<file path="config.mk">
export PLATFORM = sky130hd
export DESIGN_NAME = car_motion_ctrl
export DESIGN_NICKNAME = d
export VERILOG_FILES = /design/src/rtl/car_motion_ctrl.sv
export SDC_FILE = /design/constraint.sdc
export NUM_CORES = 1
export LEC_CHECK = 0
export CORE_MARGIN = 3
export CORE_UTILIZATION = 40
export DETAILED_ROUTE_END_ITERATION = 7
export PLACE_DENSITY = 0.73
export SLEW_MARGIN = 20
export SYNTH_ARGS = -nofsm -noshare
export SYNTH_HDL_FRONTEND = slang
export SYNTH_SLANG_ARGS = --single-unit
</file>
<file path="constraint.sdc">
create_clock -name clk -period 2.5 [get_ports clk]
set_input_delay 0.5 -clock clk [delete_from_list [all_inputs] [get_ports clk]]
set_output_delay 0.5 -clock clk [all_outputs]
set_load 0.03 [all_outputs]
</file>
<file path="src/rtl/car_motion_ctrl.sv">
// rtl/car_motion_ctrl.sv - elevator car motion controller for a 4-storey car
//
// Steps the car one floor per travel interval, stops at requested floors,
// times the door and reverses or idles when no demand remains ahead.
//
// Ports:
//   clk        system clock (32 Hz), rising edge
//   rst_n      asynchronous active-low reset
//   up_need    demand above the car (from request block)
//   down_need  demand below the car (from request block)
//   allReq     active request mask, bit0 = floor 1
//   door_hold  door-open button, level-sensitive
//   position   one-hot car floor, bit0 = floor 1
//   ud_mode    00 stop, 01 up, 10 down
//   door_open  door open indicator
//   moving     high while travelling between floors
//   floor_bin  binary floor index 0..3

module car_motion_ctrl #(
    parameter int TRAVEL_TICKS = 64,
    parameter int DOOR_TICKS   = 96
) (
    input  logic       clk,
    input  logic       rst_n,
    input  logic       up_need,
    input  logic       down_need,
    input  logic [3:0] allReq,
    input  logic       door_hold,
    output logic [3:0] position,
    output logic [1:0] ud_mode,
    output logic       door_open,
    output logic       moving,
    output logic [1:0] floor_bin
);

    localparam int MAX_TICKS = (TRAVEL_TICKS > DOOR_TICKS) ? TRAVEL_TICKS : DOOR_TICKS;
    localparam int TW        = $clog2(MAX_TICKS);

    localparam logic [TW-1:0] TRAVEL_LAST = TW'(TRAVEL_TICKS - 1);
    localparam logic [TW-1:0] DOOR_LAST   = TW'(DOOR_TICKS - 1);

    localparam logic [1:0] UD_STOP = 2'b00;
    localparam logic [1:0] UD_UP   = 2'b01;
    localparam logic [1:0] UD_DOWN = 2'b10;

    typedef enum logic [1:0] {
        ST_IDLE   = 2'd0,
        ST_MOVING = 2'd1,
        ST_DOOR   = 2'd2
    } state_t;

    state_t          state_q, state_d;
    logic [3:0]      pos_q, pos_d;
    logic [1:0]      ud_q, ud_d;
    logic [TW-1:0]   timer_q, timer_d;

    logic [3:0] above_mask;
    logic [3:0] below_mask;
    logic [3:0] step_pos;
    logic       step_terminal;
    logic       here_req;
    logic       ahead_req;
    logic       behind_req;
    logic       idle_up;
    logic       idle_down;

    always_ff @(posedge clk or negedge rst_n) begin
        if (!rst_n) begin
            state_q <= ST_IDLE;
            pos_q   <= 4'b0001;
            ud_q    <= UD_STOP;
            timer_q <= '0;
        end else begin
            state_q <= state_d;
            pos_q   <= pos_d;
            ud_q    <= ud_d;
            timer_q <= timer_d;
        end
    end

    always_comb begin
        // Floors strictly above / below the one-hot position.
        above_mask = {|pos_q[2:0], |pos_q[1:0], pos_q[0], 1'b0};
        below_mask = {1'b0, pos_q[3], |pos_q[3:2], |pos_q[3:1]};

        // Saturating one-floor step in the held direction; never leaves 1..4.
        step_pos = pos_q;
        if (ud_q == UD_UP && !pos_q[3]) begin
            step_pos = {pos_q[2:0], 1'b0};
        end else if (ud_q == UD_DOWN && !pos_q[0]) begin
            step_pos = {1'b0, pos_q[3:1]};
        end
        step_terminal = (ud_q == UD_UP && step_pos[3]) || (ud_q == UD_DOWN && step_pos[0]);

        here_req = |(allReq & pos_q);
        // A terminal floor has an empty mask in its travel direction, so
        // demand "ahead" there is naturally treated as none.
        ahead_req  = (ud_q == UD_UP)   ? |(allReq & above_mask) :
                     (ud_q == UD_DOWN) ? |(allReq & below_mask) : 1'b0;
        behind_req = (ud_q == UD_UP)   ? |(allReq & below_mask) :
                     (ud_q == UD_DOWN) ? |(allReq & above_mask) : 1'b0;

        idle_up   = up_need && !pos_q[3];
        idle_down = down_need && !pos_q[0];
    end

    always_comb begin
        state_d = state_q;
        pos_d   = pos_q;
        ud_d    = ud_q;
        timer_d = timer_q + 1'b1;

        case (state_q)
            ST_IDLE: begin
                ud_d    = UD_STOP;
                timer_d = '0;
                if (here_req) begin
                    state_d = ST_DOOR;
                end else if (idle_up) begin
                    ud_d    = UD_UP;
                    state_d = ST_MOVING;
                end else if (idle_down) begin
                    ud_d    = UD_DOWN;
                    state_d = ST_MOVING;
                end
            end

            ST_MOVING: begin
                if (ud_q == UD_STOP) begin
                    state_d = ST_IDLE;
                    timer_d = '0;
                end else if (timer_q == TRAVEL_LAST) begin
                    timer_d = '0;
                    pos_d   = step_pos;
                    if (|(allReq & step_pos) || step_terminal) begin
                        state_d = ST_DOOR;
                    end
                end
            end

            ST_DOOR: begin
                if (door_hold) begin
                    timer_d = '0;
                end else if (timer_q == DOOR_LAST) begin
                    timer_d = '0;
                    if (ud_q == UD_STOP) begin
                        // Door opened from IDLE: same priority as IDLE.
                        if (here_req) begin
                            state_d = ST_DOOR;
                        end else if (idle_up) begin
                            ud_d    = UD_UP;
                            state_d = ST_MOVING;
                        end else if (idle_down) begin
                            ud_d    = UD_DOWN;
                            state_d = ST_MOVING;
                        end else begin
                            state_d = ST_IDLE;
                        end
                    end else if (ahead_req) begin
                        state_d = ST_MOVING;
                    end else if (behind_req) begin
                        ud_d    = (ud_q == UD_UP) ? UD_DOWN : UD_UP;
                        state_d = ST_MOVING;
                    end else begin
                        ud_d    = UD_STOP;
                        state_d = ST_IDLE;
                    end
                end
            end

            default: begin
                state_d = ST_IDLE;
                pos_d   = 4'b0001;
                ud_d    = UD_STOP;
                timer_d = '0;
            end
        endcase
    end

    assign position  = pos_q;
    assign ud_mode   = ud_q;
    assign door_open = (state_q == ST_DOOR);
    assign moving    = (state_q == ST_MOVING);

    always_comb begin
        floor_bin = 2'd0;
        case (pos_q)
            4'b0010: floor_bin = 2'd1;
            4'b0100: floor_bin = 2'd2;
            4'b1000: floor_bin = 2'd3;
            default: floor_bin = 2'd0;
        endcase
    end

endmodule

</file>
==> qor.yml <==
timing:
  timing.final.max_slew_violations: 0
  rsz0062_at_grt: "no"
  min_period_over_period_pct: 95.25
  final_hold_viol_count: 0
  clock_skew_ns: 0.002276
  tns_ns: 0
  max_slew.worst_pin.slew_ns: 0.6763
  relSlewSlack_pct: 54.77
  worst_hold_slack_ns: 0.4737
  setup_viol_count_final: 0
  layout_min_cycle_time_ns: 2.381
  fmaxAchievable_mhz: 420.0
logic_synthesis:
  synth_warnings: 0
  ys_ff_latch: 15
  synth_seq_area_share_pct: 30.68
  synthSimpleGateAreaFrac_pct: 19.27
  synthesis.instances: 143
  post_synth_fa_ha_maj_area_fraction_pct: 5.097
  synth-compound-area-share_pct: 26.71
  synth_xor_area_share_pct: 4.281
  mappedNetlistArea_sq_um: 1227
  postSynth.topFlopCell: "sky130_fd_sc_hd__dfrtp_1"
  synth_top_family_by_area: "compound AO/OA/AOI/OAI gates"
  syn_nets: 157
  yosys-mux-area-fraction_pct: 4.485
  synthArstFlopShare_pct: 100.0
  edff_count_synth: 0
  synth.distinct_cells: 51
  synth.avg_cell_area_sq_um: 8.583
clock_network:
  ctsLongestPathBuffers: 2
  cts_buffers: 3
  cts.sink_count: 15
  cts_hold_buf: 0
  clock_tree.htree_level_count: 1
  cell_chosen_for_the_clock_root: "sky130_fd_sc_hd__clkbuf_4"
  cts.clk_slew.worst_paths_ns: 0.10
  clk_latency_ns: 0.29
  tritoncts: "yes"
placement:
  routability_driven_placement_congestion_ratio: 0.9151
  hpwlAfterDp_um: 2185
  placedInstanceArea_sq_um: 1395
  post-place-cells: 187
  buffer_ports.inserted: 18
global_route:
  gr-total-overflow: 0
  via_count_of_the_first_global_routing_pass: 1115
  antenna_found_initial: 0
  grt_pass1_wl_um: 4981
  grt.total_usage_pct: 17.41
  grt_max_degree: 16
floorplan:
  initial_core_util_pct: 43.39
  floorplan.die_area_sq_um: 3769
  io_pins: 19
  dieWidth_um: 61.40
  fp.coreArea_sq_um: 2829
  site_rows: 19
  die_h_um: 61.40
hold_path:
  worst_hold_launch: "timer_q[0]$_DFF_PN0_"
  hp-class: "reg2reg"
  hold_depth: 1
  min_delay_worst_endpoint: "timer_q[0]$_DFF_PN0_"
critical_path:
  crit_slowest_cell: "sky130_fd_sc_hd__clkdlybuf4s50_1"
  capturing_point_of_the_worst_reg2reg_path: "state_q[1]$_DFFE_PN0P_"
  worstPathRequired_ns: 2.00
  crit_path_max_fanout: 8
  rr_worst_depth: 6
  endpoint_kind: "primary output"
  worst_path_largest_cell_delay_ns: 0.74
  critical_path.cell_chain: "inv_1 -> ha_1 -> clkdlybuf4s50_1"
  setup.reg_to_reg.worst_slack_ns: 0.37
  timing_worst_setup_path_type: "reg2out"
  worst-endpoint-arrival_ns: 1.88
  reg2reg_launch_point: "ud_mode[0]$_DFFE_PN0P_"
  critPathLaunchType: "flop"
job:
  maximum_capacitance_violations: 0
layout:
  count_of_nets_after_finishing: 175
  areaGrowthSynthToFinish_pct: 16.11
  num_antenna_cells: 0
  drive_above_1_share_pct: 11.88
  finish.cell_count_without_fillers: 191
  finalInstanceArea_sq_um: 1425
routing:
  post-route-drc-count: 0
  drt-vias-per-instance: 5.969
  drt_first_iter_violations: 58
  wirelength_um: 2868
  dr_total_vias: 1140
  routed_wire_length_per_instance_um: 15.02
  drtPass1Iterations: 4
  final_antenna_net_count: 0
power:
  finalPower_uw: 1470
  leakagePower_uw: 0.0005843
  power_per_cell_area_nw_per_um2: 1031
  worst_ir_drop_vdd_mv: 0.5950
run_status:
  status: "completed"
[metrics by stage]
step | setup WS [ns] | utilization [%]
floorplan | 0.3520 | -
finish | 0.1188 | 50.38
global route | 0.02502 | 50.38
detailed placement | 0.04798 | 49.31
global placement | 0.1260 | 49.31
CTS | 0.07722 | 50.29
[Yosys cell counts, types with 2 or more instances]
cell type	instances	area (sq um)
sky130_fd_sc_hd__a211o_1	2	17.52
sky130_fd_sc_hd__a21o_1	2	15.01
sky130_fd_sc_hd__a21oi_1	13	65.06
sky130_fd_sc_hd__a22o_1	2	17.52
sky130_fd_sc_hd__buf_6	2	22.52
sky130_fd_sc_hd__clkbuf_8	2	27.53
sky130_fd_sc_hd__dfrtp_1	14	350.3
sky130_fd_sc_hd__ha_1	5	62.56
sky130_fd_sc_hd__inv_1	8	30.03
sky130_fd_sc_hd__inv_4	2	12.51
sky130_fd_sc_hd__mux2_1	2	22.52
sky130_fd_sc_hd__mux2_2	2	22.52
sky130_fd_sc_hd__nand2_1	13	48.80
sky130_fd_sc_hd__nand2b_1	5	31.28
sky130_fd_sc_hd__nand3_1	3	15.01
sky130_fd_sc_hd__nor2_1	13	48.80
sky130_fd_sc_hd__nor3_1	4	20.02
sky130_fd_sc_hd__o21ai_0	9	45.04
sky130_fd_sc_hd__o21ai_1	2	10.01
sky130_fd_sc_hd__o22ai_1	2	12.51
sky130_fd_sc_hd__or3_1	2	12.51
sky130_fd_sc_hd__xnor2_1	4	35.03
sky130_fd_sc_hd__xor2_1	2	17.52
[layout make-up]
type | count | area [sq um]
fillers | 282 | 1404
multi-input cells | 110 | 734.5
flip-flops and latches | 15 | 376.6
repair buffers | 21 | 205.2
inverters | 10 | 42.54
well taps | 31 | 38.79
clock buffers | 3 | 22.52
clock inverters | 1 | 5.005
[logic make-up after synthesis]
logic type,after synthesis
buf+inv,18
xor+xnor,6
fa+ha+maj,5
flops,15
compound gates,47
mux,5
simple gates,47
[registers in the layout, summed over array words and instances (netlist names)]
register	flops
ud_mode	2
state_q	2
position	4
timer_q	7
[critical path: cells and delay by family, from the launching register on]
kind	cells	cell delay, ns
fa+ha+maj	1	0.34
flops	1	0.42
buf+inv	2	0.83
[report_power, final]
| part | internal (uW) | switching [uW] | leakage, uW |
|---|---|---|---|
| Clock | 59.5 | 84.5 | 0.0000177 |
| Combinational | 400 | 528 | 0.000365 |
| Sequential | 301 | 96.5 | 0.000202 |
| Total | 761 | 709 | 0.000584 |
[layer usage]
layer / global-route usage, % / vias up / wire length, um
li1: - / 548 / -
met1: 23.20 / 550 / 1324
met2: 29.15 / 38 / 1383
met3: 3.774 / 4 / 130
met4: 3.636 / 0 / 29
met5: 0 / - / 0
[cells in the final DEF, fill, tap and decap left out, drive strengths merged, types with 4 or more instances in the layout]
cell	synthesis	final
mux2	4	4
nand2	13	13
nor3	5	5
nand2b	5	5
xnor2	4	4
inv	10	10
clkdlybuf4s50	0	17
o21ai	11	11
ha	5	5
nor2	13	13
dfrtp	14	14
a21oi	13	13
[timing repair]
| action | 4_1_cts | 5_1_grt |
|---|---|---|
| resized for setup | 0 | 1 |
| setup buffers | 0 | 0 |
| setup endpoints to repair | 0 | 1 |
| hold endpoints to repair | 0 | 0 |
[worst max path at each step]
stage,from,endpoint,slack [ns],cells after the start
after global placement,allReq[1],ud_mode[1]$_DFFE_PN0P_,0.13,7
after floorplan,position[0]$_DFFE_PN1P_,state_q[0]$_DFFE_PN0P_,0.35,7
final,state_q[0]$_DFFE_PN0P_,door_open,0.12,3
after detailed placement,allReq[1],ud_mode[1]$_DFFE_PN0P_,0.05,7
after global routing,state_q[0]$_DFFE_PN0P_,door_open,0.03,3
after CTS,state_q[1]$_DFFE_PN0P_,moving,0.08,3
(Power assumes the default switching activity.)
